File: config.mk
export PLATFORM = sky130hd
export DESIGN_NAME = gray_pack_wr_flat
export DESIGN_NICKNAME = d
export VERILOG_FILES = /design/src/rtl/gray_pack_pkg.sv /design/src/rtl/gray_pack_wr_if.sv /design/src/rtl/gray_pack_fifo.sv /design/src/rtl/gray_pack_wr.sv /design/src/flat_wrapper.sv
export SDC_FILE = /design/constraint.sdc
export NUM_CORES = 1
export LEC_CHECK = 0
export CAP_MARGIN = 5
export CORE_ASPECT_RATIO = 1.4
export CORE_MARGIN = 2
export CORE_UTILIZATION = 55
export DETAILED_ROUTE_END_ITERATION = 10
export GPL_TIMING_DRIVEN = 0
export PLACE_DENSITY_LB_ADDON = 0.3
export SLEW_MARGIN = 25
export SYNTH_ARGS = -nofsm -noshare
export SYNTH_HDL_FRONTEND = slang
export SYNTH_SLANG_ARGS = --single-unit
export TNS_END_PERCENT = 5
File: constraint.sdc
create_clock -name clk -period 4.3 [get_ports clk]
set_clock_uncertainty 0.05 [all_clocks]
set_input_delay 0.645 -clock clk [delete_from_list [all_inputs] [get_ports clk]]
set_output_delay 0.645 -clock clk [all_outputs]
set_load 0.05 [all_outputs]
File: src/rtl/gray_pack_pkg.sv
// Shared types and constants for the gray-stream word packer.
// Latency: n/a (types only).
// Backpressure: n/a (types only).
//
// Contents: FSM state enum, pack geometry, FIFO entry layout {sof, eol, data}.
package gray_pack_pkg;

  typedef enum logic [1:0] {
    IDLE  = 2'd0,
    FRAME = 2'd1,
    DRAIN = 2'd2
  } state_t;

  localparam int PIX_PER_WORD = 4;
  localparam int WORD_W       = 32;
  localparam int ENTRY_W      = WORD_W + 2;

  // One buffered word with its frame/line tags.
  typedef struct packed {
    logic              sof;
    logic              eol;
    logic [WORD_W-1:0] data;
  } entry_t;

endpackage

File: src/rtl/gray_pack_wr_if.sv
// Valid/ready word bus from the packer toward the frame-buffer write path.
// Latency: n/a (wires only).
// Backpressure: a word moves when m_valid and m_ready are both high.
//
// Ports: m_data (32b, pixel 0 in [7:0]), m_sof, m_eol, m_valid from master;
//        m_ready from slave.
interface gray_pack_wr_if;
  import gray_pack_pkg::*;

  logic [WORD_W-1:0] m_data;
  logic              m_sof;
  logic              m_eol;
  logic              m_valid;
  logic              m_ready;

  modport master (output m_data, m_sof, m_eol, m_valid, input m_ready);
  modport slave  (input m_data, m_sof, m_eol, m_valid, output m_ready);

endinterface

File: src/rtl/gray_pack_fifo.sv
// Synchronous FIFO with registered first-word-fall-through output.
// Latency: a word written at edge N is presented on rd_vld/rd_dat after edge N+1.
// Backpressure: writes rejected when full unless a pop happens in the same cycle.
//
// Ports: clk, rst (sync, active-high), wr_vld/wr_dat in, rd_vld/rd_dat out,
//        rd_rdy in, full/empty status. Capacity is exactly DEPTH words.
module gray_pack_fifo #(
  parameter int DEPTH = 16,
  parameter int W     = 34
) (
  input  logic         clk,
  input  logic         rst,
  input  logic         wr_vld,
  input  logic [W-1:0] wr_dat,
  output logic         rd_vld,
  output logic [W-1:0] rd_dat,
  input  logic         rd_rdy,
  output logic         full,
  output logic         empty
);

  localparam int          AW      = $clog2(DEPTH);
  localparam logic [AW:0] DEPTH_C = (AW+1)'(DEPTH);

  logic [W-1:0]  mem [DEPTH];
  logic [AW-1:0] wr_ptr;
  logic [AW-1:0] rd_ptr;
  logic [AW-1:0] rd_ptr_nxt;
  logic [AW:0]   count;
  logic [AW:0]   count_left;
  logic          pop;
  logic          push_ok;

  assign full       = (count == DEPTH_C);
  assign empty      = (count == '0);
  assign pop        = rd_vld & rd_rdy;
  assign push_ok    = wr_vld & (~full | pop);
  assign rd_ptr_nxt = rd_ptr + AW'(pop);
  // Entries still stored after this cycle's pop, ignoring this cycle's push.
  // The output register only looks at these, which keeps a fresh write one
  // cycle away from rd_vld and keeps the head stable while stalled.
  assign count_left = count - (AW+1)'(pop);

  always_ff @(posedge clk) begin
    if (push_ok) begin
      mem[wr_ptr] <= wr_dat;
    end
  end

  always_ff @(posedge clk) begin
    if (rst) begin
      wr_ptr <= '0;
      rd_ptr <= '0;
      count  <= '0;
      rd_vld <= 1'b0;
      rd_dat <= '0;
    end else begin
      if (push_ok) begin
        wr_ptr <= wr_ptr + AW'(1);
      end
      rd_ptr <= rd_ptr_nxt;
      count  <= count_left + (AW+1)'(push_ok);
      rd_vld <= (count_left != '0);
      rd_dat <= mem[rd_ptr_nxt];
    end
  end

endmodule

File: src/rtl/gray_pack_wr.sv
// Packs 4 gray pixels per 32-bit word, tags sof/eol, buffers words for the write path.
// Latency: FIFO write 1 cycle after the 4th pixel; m_valid no earlier than 2 cycles after it.
// Backpressure: input is never stalled; a word arriving at a full FIFO is dropped (ovf_err).
//
// Ports: clk, rst (sync, active-high); per_img_vsync/href/gray input stream;
//        m (gray_pack_wr_if.master) word output; frame_done pulse, ovf_err sticky,
//        line_err/frame_err pulses.
// Optional: GRAY_PACK_FRAME_CHECK_EN compiles in line-length and line-count checks;
//           without it line_err and frame_err are tied low.
module gray_pack_wr
  import gray_pack_pkg::*;
#(
  parameter logic [10:0] IMG_HDISP  = 11'd640,
  parameter logic [10:0] IMG_VDISP  = 11'd480,
  parameter int          FIFO_DEPTH = 16
) (
  input  logic                  clk,
  input  logic                  rst,
  input  logic                  per_img_vsync,
  input  logic                  per_img_href,
  input  logic [7:0]            per_img_gray,
  gray_pack_wr_if.master        m,
  output logic                  frame_done,
  output logic                  ovf_err,
  output logic                  line_err,
  output logic                  frame_err
);

  state_t            state;
  logic              vsync_d;
  logic              href_d;
  logic              sof_pend;
  logic              drain_arm;
  logic              pack_vld;
  logic [1:0]        lane;
  logic [WORD_W-1:0] pack_data;

  logic   vsync_rise;
  logic   vsync_fall;
  logic   href_fall;
  logic   pix_en;
  logic   partial;
  logic   push;
  logic   drop;
  logic   frame_end;
  logic   fifo_full;
  logic   fifo_empty;
  entry_t wr_entry;
  entry_t rd_entry;

  assign vsync_rise = per_img_vsync & ~vsync_d;
  assign vsync_fall = ~per_img_vsync & vsync_d;
  assign href_fall  = href_d & ~per_img_href;
  assign pix_en     = per_img_vsync & per_img_href & (state == FRAME);
  // A line that ends mid-word flushes what it has; unused lanes are already zero.
  assign partial    = href_fall & (lane != 2'd0);
  // A full word (pack_vld) and a partial flush never coincide: pack_vld implies lane==0.
  assign push       = pack_vld | partial;
  assign drop       = push & fifo_full & ~(m.m_valid & m.m_ready);

  assign wr_entry.sof  = sof_pend;
  assign wr_entry.eol  = href_fall;
  assign wr_entry.data = pack_data;

  // drain_arm holds the exit off for one cycle after the vsync fall.
  assign frame_end = (state == DRAIN) &
                     (vsync_rise | (drain_arm & fifo_empty & ~push));

  always_ff @(posedge clk) begin
    if (rst) begin
      state      <= IDLE;
      // Seeded high so a vsync already high when reset lifts is not taken as a frame start.
      vsync_d    <= 1'b1;
      href_d     <= 1'b0;
      sof_pend   <= 1'b0;
      drain_arm  <= 1'b0;
      pack_vld   <= 1'b0;
      lane       <= 2'd0;
      pack_data  <= '0;
      frame_done <= 1'b0;
      ovf_err    <= 1'b0;
    end else begin
      vsync_d    <= per_img_vsync;
      href_d     <= per_img_href;
      frame_done <= frame_end;
      pack_vld   <= pix_en && (lane == 2'd3);
      if (drop) begin
        ovf_err <= 1'b1;
      end
      if (push) begin
        sof_pend <= 1'b0;
      end
      if (pix_en) begin
        // Lane 0 rewrites the whole word so a later partial flush carries zeros.
        if (lane == 2'd0) begin
          pack_data <= {24'd0, per_img_gray};
        end else begin
          pack_data[{lane, 3'b000} +: 8] <= per_img_gray;
        end
        lane <= lane + 2'd1;
      end else if (partial) begin
        lane <= 2'd0;
      end
      unique case (state)
        IDLE: begin
          if (vsync_rise) begin
            state    <= FRAME;
            lane     <= 2'd0;
            sof_pend <= 1'b1;
          end
        end
        FRAME: begin
          if (vsync_fall) begin
            state     <= DRAIN;
            drain_arm <= 1'b0;
          end
        end
        DRAIN: begin
          drain_arm <= 1'b1;
          if (vsync_rise) begin
            // Back-to-back frame: close the old one now, keep its words queued.
            state    <= FRAME;
            lane     <= 2'd0;
            sof_pend <= 1'b1;
          end else if (frame_end) begin
            state <= IDLE;
          end
        end
        default: state <= IDLE;
      endcase
    end
  end

`ifdef GRAY_PACK_FRAME_CHECK_EN
  logic [10:0] pix_cnt;
  logic [10:0] line_cnt;

  always_ff @(posedge clk) begin
    if (rst) begin
      pix_cnt   <= 11'd0;
      line_cnt  <= 11'd0;
      line_err  <= 1'b0;
      frame_err <= 1'b0;
    end else begin
      line_err  <= 1'b0;
      frame_err <= 1'b0;
      if (pix_en && (pix_cnt != 11'h7FF)) begin
        pix_cnt <= pix_cnt + 11'd1;
      end
      // Only lines that carried pixels count.
      if (href_fall && (pix_cnt != 11'd0)) begin
        line_err <= (pix_cnt != IMG_HDISP);
        pix_cnt  <= 11'd0;
        if (line_cnt != 11'h7FF) begin
          line_cnt <= line_cnt + 11'd1;
        end
      end
      if (frame_end) begin
        frame_err <= (line_cnt != IMG_VDISP);
      end
      if (vsync_rise && (state != FRAME)) begin
        pix_cnt  <= 11'd0;
        line_cnt <= 11'd0;
      end
    end
  end
`else
  logic [21:0] unused_geom;
  assign unused_geom = {IMG_HDISP, IMG_VDISP};
  assign line_err    = 1'b0;
  assign frame_err   = 1'b0;
`endif

  gray_pack_fifo #(
    .DEPTH (FIFO_DEPTH),
    .W     (ENTRY_W)
  ) u_fifo (
    .clk    (clk),
    .rst    (rst),
    .wr_vld (push),
    .wr_dat (wr_entry),
    .rd_vld (m.m_valid),
    .rd_dat (rd_entry),
    .rd_rdy (m.m_ready),
    .full   (fifo_full),
    .empty  (fifo_empty)
  );

  assign m.m_data = rd_entry.data;
  assign m.m_sof  = rd_entry.sof;
  assign m.m_eol  = rd_entry.eol;

endmodule

File: src/flat_wrapper.sv
// flat-port wrapper written by rule: the top's interface ports become plain ports
module gray_pack_wr_flat import gray_pack_pkg::*;
#(
  parameter logic [10:0] IMG_HDISP  = 11'd640,
  parameter logic [10:0] IMG_VDISP  = 11'd480,
  parameter int          FIFO_DEPTH = 16
)
  (clk, rst, per_img_vsync, per_img_href, per_img_gray, frame_done, ovf_err, line_err, frame_err, m_m_data, m_m_sof, m_m_eol, m_m_valid, m_m_ready);
  gray_pack_wr_if m_i ();
  input  logic clk;
  input  logic rst;
  input  logic per_img_vsync;
  input  logic per_img_href;
  input  logic [7:0] per_img_gray;
  output logic frame_done;
  output logic ovf_err;
  output logic line_err;
  output logic frame_err;
  output wire logic [$bits(m_i.m_data)-1:0] m_m_data;
  output wire logic [$bits(m_i.m_sof)-1:0] m_m_sof;
  output wire logic [$bits(m_i.m_eol)-1:0] m_m_eol;
  output wire logic [$bits(m_i.m_valid)-1:0] m_m_valid;
  input wire logic [$bits(m_i.m_ready)-1:0] m_m_ready;
  assign m_m_data = m_i.m_data;
  assign m_m_sof = m_i.m_sof;
  assign m_m_eol = m_i.m_eol;
  assign m_m_valid = m_i.m_valid;
  assign m_i.m_ready = m_m_ready;
  gray_pack_wr #(.IMG_HDISP(IMG_HDISP), .IMG_VDISP(IMG_VDISP), .FIFO_DEPTH(FIFO_DEPTH)) u_core (.clk(clk), .rst(rst), .per_img_vsync(per_img_vsync), .per_img_href(per_img_href), .per_img_gray(per_img_gray), .m(m_i), .frame_done(frame_done), .ovf_err(ovf_err), .line_err(line_err), .frame_err(frame_err));
endmodule
==> impl_metrics.json, run 1 <==
{
  "io_pins": 52,
  "remaining_drc_errors": 0,
  "postCtsHoldBufs": 0,
  "insertedDiodeCount": 0,
  "synth.distinct_cells": 49,
  "hold_viol_final": 0,
  "firstDrtPassIters": 5,
  "ant_nets": 0,
  "hold_end": "u_core.ovf_err",
  "n_fill_cell": 2993,
  "grt_remaining_overflow": 0,
  "syn_to_final_growth_pct": 15.8,
  "ys_seq_elements": 635,
  "cp-start-kind": "flip-flop",
  "worstPathRequired_ns": 4.55,
  "dpl.cell_count": 2154,
  "worstMarginPinSlew_ns": 0.802,
  "hold_path_class": "reg2reg",
  "synth_top_cell_by_area": "edfxtp_1",
  "p_leak_nw": 10.1,
  "critPathKind": "reg2reg",
  "dp_hpwl_um": 38700,
  "post_cts_buffers": 0,
  "dieWidth_um": 182,
  "cts_root_buf": "clkbuf_16",
  "cp_max_fo": 8,
  "first_global_vias": 14195,
  "yosys_most_used_dff": "edfxtp_1",
  "multi_input_area_sq_um": 5950,
  "nNetsFinal": 1681,
  "cts.clk_slew.worst_paths_ns": 0.06,
  "fin_setup_tns_ns": 0,
  "avgViaCountPerCell": 6.22,
  "min_from": "u_core.ovf_err",
  "r2r-end": "u_core.u_fifo.mem[1][10]",
  "cellPowerDensity_nw_per_um2": 503,
  "end_kind": "flip-flop",
  "synth_compound_area_share_pct": 4.24,
  "synth-edff-count": 544,
  "seq_area_sq_um": 18200,
  "grt_pass1_wl_um": 86300,
  "r2r_cells": 11,
  "final_cell_mix": "edfxtp_1, nand3_1, mux2_2, mux2i_1, dfxtp_1",
  "grt_max_degree": 22,
  "post_cts_resized": 0,
  "r2r-start": "u_core.lane[0]",
  "rsz0062_at_grt": "no",
  "ys_top_cells_by_area": "edfxtp_1, dfxtp_1, mux2_2, mux2i_1, nand3_1",
  "numCtsBuffers": 56,
  "finalWorstPathRequiredPeriod_ns": 3.77,
  "async_flop_share_pct": 0,
  "ir_drop_mv": 0.338,
  "netlist_instances": 1512,
  "final_common_cell": "edfxtp_1",
  "placeableCoreArea_sq_um": 43900,
  "relSlewSlack_pct": 46.5,
  "clock_sinks": 635,
  "syn-cell-area_sq_um": 24500,
  "layout.cells.non_filler": 2260,
  "outcome": "complete, no violations",
  "start_util_pct": 55.6,
  "antenna_found_initial": 0,
  "synthMuxAreaShare_pct": 11.8,
  "drv_slew": 0,
  "synth_xor_area_share_pct": 0.312,
  "ys_seq_area_share_pct": 74.2,
  "cts_buffer_depth": 3,
  "vias": 14061,
  "drv_cap": 0,
  "reg2reg_slack_ns": 0.53,
  "wirelength_um": 58400,
  "cts_tree": "built",
  "dieArea_sq_um": 46200,
  "synth_warnings": 0,
  "setup-violations-final": 0,
  "syn_avg_cell_area_sq_um": 16.2,
  "synth_top_family_by_area": "multiplexers",
  "gp_congestion": 0.868,
  "row_count": 91,
  "drtIter0Drc": 1382,
  "final_util_pct": 64.4,
  "grt_usage_pct": 25.2,
  "critPathArrivalTime_ns": 4.02,
  "max_freq_mhz": 265,
  "io_buffer_count": 49,
  "synth-adder-area-share_pct": 0.716,
  "drive_above_1_share_pct": 19.3,
  "yosys.area_share.simple_pct": 6.70,
  "drt-wirelength-per-cell_um": 25.8,
  "timing.final.crit_share_pct": 87.7,
  "synth_top_area_share_pct": 66.8,
  "dieHeight_um": 254,
  "whs_path_depth": 1,
  "clock_latency_ns": 0.60,
  "htree_levels": 2
}
## synth_stat cells, types with 2 or more instances
cell type / instances
edfxtp_1: 544
nand3_1: 170
mux2_2: 136
mux2i_1: 136
dfxtp_1: 91
o22ai_1: 69
clkbuf_1: 46
nand2_1: 45
a21oi_1: 38
buf_2: 35
nand4_1: 34
o32ai_1: 34
nor2_1: 24
ha_1: 14
inv_1: 10
buf_1: 9
nand2b_1: 9
nor2b_1: 9
nor3_1: 9
buf_4: 7
and4b_1: 3
nor3b_1: 3
o21ai_0: 3
xor2_1: 3
and2_1: 2
nor3b_2: 2
o21a_1: 2
o21ai_1: 2
or3_1: 2
xnor2_1: 2
## metrics by stage
stage | total power [mW] | setup WS [ns] | hold slack, ns | area [sq um]
floorplan | 8.31 | -0.157 | 0.428 | 24500
global placement | 9.07 | -3.44 | 0.420 | 25700
detailed placement | 9.11 | 0.351 | 0.432 | 26300
CTS | 14.3 | 0.615 | 0.446 | 28300
global route | 14.6 | 0.376 | 0.473 | 28300
finish | 14.2 | 0.529 | 0.446 | 28300
## flip-flops by register name (all words and copies together) (netlist names)
name	flops
u_core.pack_data	32
u_core.frame_done	1
u_core.pack_vld	1
u_core.u_fifo.rd_ptr	4
u_core.ovf_err	1
u_core.sof_pend	1
u_core.u_fifo.wr_ptr	4
u_core.href_d	1
u_core.u_fifo.count	5
u_core.u_fifo.rd_vld	1
u_core.drain_arm	1
u_core.u_fifo.mem	544
u_core.vsync_d	1
u_core.state	2
u_core.lane	2
u_core.u_fifo.rd_dat	34
## cells by family after synthesis
group	after synthesis
flops	635
simple gates	319
fa+ha+maj	14
other cells	1
mux	272
xor+xnor	7
compound gates	156
buf+inv	108
## area by class of cell
type	instances	share of cell area, %
Clock buffer	79	5.92
Sequential cell	635	64.1
Inverter	11	0.146
Timing Repair Buffer	83	3.78
Tap cell	558	2.47
Clock inverter	27	1.02
Multi-Input combinational cell	770	21.0
Buffer	97	1.53
## critical path, stage by stage (launching register included)
cell      delay [ns]
dfxtp_1         0.43
inv_1           0.15
ha_1            0.23
clkbuf_1        0.23
nor3b_2         0.47
o22ai_1         0.25
inv_1           0.21
nand2_1         0.26
nor3_2          0.48
buf_4           0.28
buf_4           0.21
buf_4           0.20
## power by group
group,switching (mW),internal (mW)
Sequential,0.0501,6.71
Clock,2.17,3.08
Combinational,1.51,0.710
## how the worst max path moves through the flow
stage / from / to / slack [ns] / cells past startpoint
after detailed placement: m_m_ready / u_core.u_fifo.rd_dat[4] / 0.35 / 11
after global placement: per_img_href / u_core.u_fifo.mem[2][15] / -3.44 / 6
final: u_core.lane[0] / u_core.u_fifo.mem[1][10] / 0.53 / 11
after CTS: u_core.lane[0] / u_core.u_fifo.mem[2][9] / 0.62 / 11
after floorplan: u_core.lane[0] / u_core.u_fifo.mem[1][0] / -0.16 / 8
after global routing: u_core.lane[0] / u_core.u_fifo.mem[2][9] / 0.38 / 11
## routing by layer
layer | vias up | track usage [%] | wire length, um
met3 | 147 | 3.71 | 3640
met2 | 575 | 44.3 | 30100
met5 | - | 0 | 0
li1 | 6200 | - | -
met1 | 7139 | 31.3 | 22300
met4 | 0 | 10.5 | 2310
Power figures use the tool's default switching activity.
==> run 2, diff against run 1 <==
Settings changed: ABC_AREA set to 1.
==> impl_metrics.json, run 2 <==
{
  "ys_seq_elements": 635,
  "insertedDiodeCount": 0,
  "dp_hpwl_um": 46700,
  "fin_setup_tns_ns": 0,
  "drtIter0Drc": 2140,
  "synth_commonest_cells": "nand2_1, edfxtp_1, nand3_1",
  "gp_congestion": 0.908,
  "met3_usage_pct": 3.67,
  "finalWorstPathRequiredPeriod_ns": 3.50,
  "rsz0062_at_grt": "no",
  "cp_max_fo": 18,
  "largest_register_ffs": 544,
  "max_freq_mhz": 286,
  "cts_buffer_depth": 3,
  "cts_root_buf": "clkbuf_16",
  "met1_usage_pct": 34.4,
  "ys_seq_area_share_pct": 69.5,
  "vias": 18512,
  "drv_cap": 0,
  "io_buffer_count": 48,
  "layout.cells.non_filler": 3331,
  "placeableCoreArea_sq_um": 46900,
  "antenna_found_initial": 0,
  "yosys_most_used_dff": "edfxtp_1",
  "critPathKind": "in2reg",
  "postCtsHoldBufs": 0,
  "post_cts_buffers": 0,
  "synth-edff-count": 544,
  "grt_remaining_overflow": 0,
  "async_flop_share_pct": 0,
  "synth.distinct_cells": 25,
  "reg2reg_slack_ns": 0.98,
  "syn_to_final_growth_pct": 14.3,
  "largest_register": "u_core.u_fifo.mem",
  "dieWidth_um": 188,
  "htree_levels": 2,
  "netlist_instances": 2528,
  "grt_pass1_wl_um": 104000,
  "row_count": 94,
  "dieHeight_um": 262,
  "start_util_pct": 55.7,
  "hold_path_class": "reg2reg",
  "outcome": "complete, no violations",
  "remaining_drc_errors": 0,
  "worstMarginPinSlew_ns": 1.00,
  "ys_top_cells_by_area": "edfxtp_1, nand2_1, nand3_1, dfxtp_1, inv_1",
  "syn_avg_cell_area_sq_um": 10.3,
  "drt-wirelength-per-cell_um": 20.8,
  "drive_above_1_share_pct": 7.39,
  "firstDrtPassIters": 8,
  "avgViaCountPerCell": 5.56,
  "dieArea_sq_um": 49300,
  "n_fill_cell": 3502,
  "synth_top_cell_by_area": "edfxtp_1",
  "timing.final.crit_share_pct": 81.4,
  "clock_sinks": 635,
  "cts_tree": "built",
  "worstPathRequired_ns": 4.55,
  "final_cell_mix": "nand2_1, edfxtp_1, nand3_1",
  "largestRegisters": "u_core.u_fifo.mem (544), u_core.u_fifo.rd_dat (34), u_core.pack_data (32)",
  "relSlewSlack_pct": 33.3,
  "io_pins": 52,
  "ir_drop_mv": 0.364,
  "first_global_vias": 17984,
  "p_leak_nw": 12.3,
  "nNetsFinal": 2685,
  "cts.clk_slew.worst_paths_ns": 0.07,
  "end_kind": "flip-flop",
  "numCtsBuffers": 57,
  "wirelength_um": 69200,
  "drv_slew": 0,
  "cp-start-kind": "input pin",
  "synth_top_area_share_pct": 62.5,
  "hold_viol_final": 0,
  "synth_warnings": 0,
  "setup-violations-final": 0,
  "grt_use_met2_pct": 48.7,
  "fin_total_pwr_mw": 15.8,
  "clock_latency_ns": 0.60,
  "critPathArrivalTime_ns": 3.75,
  "dpl.cell_count": 3223,
  "final_common_cell": "nand2_1",
  "gr-max-usage-layer": "met2",
  "grt_max_degree": 22,
  "syn-cell-area_sq_um": 26100,
  "cellPowerDensity_nw_per_um2": 529,
  "post_cts_resized": 0,
  "yosys.cell_count.top_type": "nand2_1",
  "ant_nets": 0,
  "grt_usage_pct": 28.1
}
[run 2: cell type report]
cell class | count | area, sq um | share of cell area, %
clock buffers | 81 | 1640 | 5.50
plain buffers | 129 | 586 | 1.96
multi-input cells | 1445 | 6310 | 21.1
clock inverters | 27 | 163 | 0.545
well taps | 624 | 781 | 2.61
repair buffers | 70 | 1040 | 3.47
flip-flops and latches | 635 | 18200 | 60.8
inverters | 320 | 1200 | 4.02
[run 2: report_power, final]
part	total (mW)	leakage (nW)	switching [mW]	internal [mW]
combinational	4.07	6.01	2.98	1.09
clock	4.94	0.899	2.22	2.72
sequential	6.80	5.40	0.0593	6.74
[run 2: layer usage]
metal  wire length [um]  up-vias
li1                   -     8521
met5                  0        -
met1              25500     8791
met4               3940        0
met2              34400      982
met3               5420      218
[run 2: worst paths after layout]
kind / cells past startpoint / to / from
setup reg to reg: 11 / u_core.u_fifo.rd_dat[2] / u_core.u_fifo.rd_vld
hold reg to reg: 2 / u_core.ovf_err / u_core.ovf_err
setup / recovery: 9 / u_core.u_fifo.mem[5][2] / per_img_href
hold / removal: 2 / u_core.ovf_err / u_core.ovf_err
[run 2: worst max-delay path, stage by stage]
cell and delay [ns]:
clkdlybuf4s50_1 0.45, nor2_2 0.63, nand2_1 0.21, nand2_1 0.19
nand2_1 0.21, inv_2 0.18, nand2_1 0.26, nor2_4 0.70
buf_16 0.25
[run 2: cells by family (layout without fill, tap and decap cells)]
logic type | count (synthesis) | after routing | synth area share [%]
DFF | 635 | 635 | 69.5
and+or+nand+nor | 1330 | 1330 | 21.0
buffers and inverters | 449 | 627 | 6.84
other | 1 | 2 | 0.0144
xor gates and xnor gates | 5 | 5 | 0.168
adders and majority gates | 14 | 14 | 0.671
AOI/OAI and AO/OA | 94 | 94 | 1.84
[run 2: stage by stage]
stage / setup slack [ns] / util (%) / instance area [sq um] / hold WS, ns
5_1_grt: 0.655 / 63.7 / 29900 / 0.458
3_5_place_dp: 0.267 / 59.8 / 28100 / 0.423
4_1_cts: 0.891 / 63.7 / 29900 / 0.447
3_3_place_gp: -2.24 / 58.4 / 27400 / 0.412
2_1_floorplan: 0.642 / - / 26100 / 0.408
6_report: 0.799 / 63.7 / 29900 / 0.442
==> run 3, diff against run 2 <==
Clock period 4.3 ns to 3.3 ns, I/O delays scaled along.
==> impl_metrics.json, run 3 (synthesis results as in run 2) <==
{
  "dp_hpwl_um": 46700,
  "cts_tree": "built",
  "setup-violations-final": 2,
  "grt_max_degree": 22,
  "cp_cell_sequence": "clkdlybuf4s50_1 -> nand2_1 -> inv_1 -> ha_1 -> ha_1 -> inv_1 -> clkbuf_1 -> clkbuf_1 -> nand2_1 -> nand3_1 -> nand3_1 -> a21oi_1",
  "final_common_cell": "nand2_1",
  "max_freq_mhz": 298,
  "gr-max-usage-layer": "met2",
  "worstMarginPinSlew_ns": 1.01,
  "numCtsBuffers": 57,
  "row_count": 94,
  "worstPathRequired_ns": 3.75,
  "multi_input_area_sq_um": 6310,
  "dieHeight_um": 262,
  "io_pins": 52,
  "clock_sinks": 635,
  "met1_usage_pct": 34.4,
  "crit_slowest_cell": "clkbuf_1",
  "remaining_drc_errors": 0,
  "drv_slew": 0,
  "rsz0062_at_grt": "yes",
  "antenna_found_initial": 0,
  "htree_levels": 2,
  "hold_viol_final": 0,
  "clock_latency_ns": 0.60,
  "drtIter0Drc": 2198,
  "final_cell_mix": "nand2_1, edfxtp_1, nand3_1",
  "placed_area_sq_um": 28100,
  "grt_use_met2_pct": 48.7,
  "end_kind": "flip-flop",
  "met3_usage_pct": 3.67,
  "fin_setup_tns_ns": -0.0796,
  "insertedDiodeCount": 0,
  "io_buffer_count": 48,
  "ant_nets": 0,
  "placeableCoreArea_sq_um": 46900,
  "violations": "negative setup slack",
  "avgViaCountPerCell": 5.55,
  "cp-start-kind": "input pin",
  "grt_usage_pct": 28.1,
  "vias": 18521,
  "start_util_pct": 55.7,
  "largest_register_ffs": 544,
  "postCtsHoldBufs": 0,
  "firstDrtPassIters": 6,
  "grt_remaining_overflow": 0,
  "largestRegisters": "u_core.u_fifo.mem (544), u_core.u_fifo.rd_dat (34), u_core.pack_data (32)",
  "grt_pass1_wl_um": 104000,
  "n_fill_cell": 3494,
  "drt-wirelength-per-cell_um": 20.8,
  "cp_max_fo": 10,
  "dp_slack_ns": -0.583,
  "seq_area_sq_um": 18200,
  "nNetsFinal": 2690,
  "first_global_vias": 17984,
  "p_leak_nw": 12.3,
  "hold_path_class": "reg2reg",
  "gp_congestion": 0.908,
  "cts_root_buf": "clkbuf_16",
  "critPathArrivalTime_ns": 3.81,
  "dieArea_sq_um": 49300,
  "worst_slack_ns": -0.0592,
  "outcome": "finished with violations",
  "cts.clk_slew.worst_paths_ns": 0.07,
  "fin_total_pwr_mw": 20.6,
  "largest_register": "u_core.u_fifo.mem",
  "wirelength_um": 69400,
  "postLayoutCellArea_sq_um": 30000,
  "relSlewSlack_pct": 32.5,
  "drv_cap": 0,
  "critPathKind": "in2reg",
  "ir_drop_mv": 0.476,
  "max_stage_delay_ns": 0.68,
  "timing.final.crit_share_pct": 102,
  "dieWidth_um": 188,
  "finalWorstPathRequiredPeriod_ns": 3.36,
  "cts_buffer_depth": 3,
  "cellPowerDensity_nw_per_um2": 687,
  "syn_to_final_growth_pct": 14.7,
  "drive_above_1_share_pct": 7.60
}
## run 3: timing repair
item,in CTS,in global routing
resized for setup,0,3
setup endpoints to repair,0,248
setup buffers,0,5
## run 3: area by class of cell
cell class | count | share of cell area (%)
repair buffers | 75 | 3.71
flip-flops and latches | 635 | 60.6
plain buffers | 129 | 1.96
clock buffers | 81 | 5.48
clock inverters | 27 | 0.543
well taps | 624 | 2.61
inverters | 320 | 4.01
multi-input cells | 1445 | 21.1
## run 3: final timing paths
| path | start | cells past startpoint | endpoint | slack [ns] |
|---|---|---|---|---|
| worst max-delay path | m_m_ready | 12 | u_core.u_fifo.rd_dat[2] | -0.06 |
| worst min-delay path | u_core.ovf_err | 2 | u_core.ovf_err | 0.44 |
| worst max register to register | u_core.u_fifo.rd_vld | 11 | u_core.u_fifo.rd_dat[2] | -0.04 |
| worst min register to register | u_core.ovf_err | 2 | u_core.ovf_err | 0.44 |
## run 3: through the flow
stage                     hold slack, ns  instances  utilization [%]
after detailed placement           0.423       3223             59.8
after CTS                          0.424       3331             63.7
after global routing               0.458       3336             63.8
after global placement             0.412       3201             58.4
after floorplan                    0.408       2529                -
final                              0.442       3336             63.8
## run 3: routing by layer
layer  up-vias  part of all wire [%]
li1       8541                     -
met1      8715                    36
met2      1050                    50
met3       215                   8.6
met4         0                   5.5
met5         -                     0
## run 3: report_power, final
part	leakage (nW)	switching, mW	total (mW)	internal, mW
Sequential	5.40	0.0769	8.86	8.78
Combinational	6.05	3.87	5.29	1.42
Clock	0.899	2.89	6.43	3.54
Total	12.3	6.84	20.6	13.7
## run 3: worst max-delay path, delay by kind of cell
kind | cells | cell delay, ns
simple gates | 4 | 0.49
buf+inv | 5 | 2.03
fa+ha+maj | 2 | 0.52
compound gates | 1 | 0.26
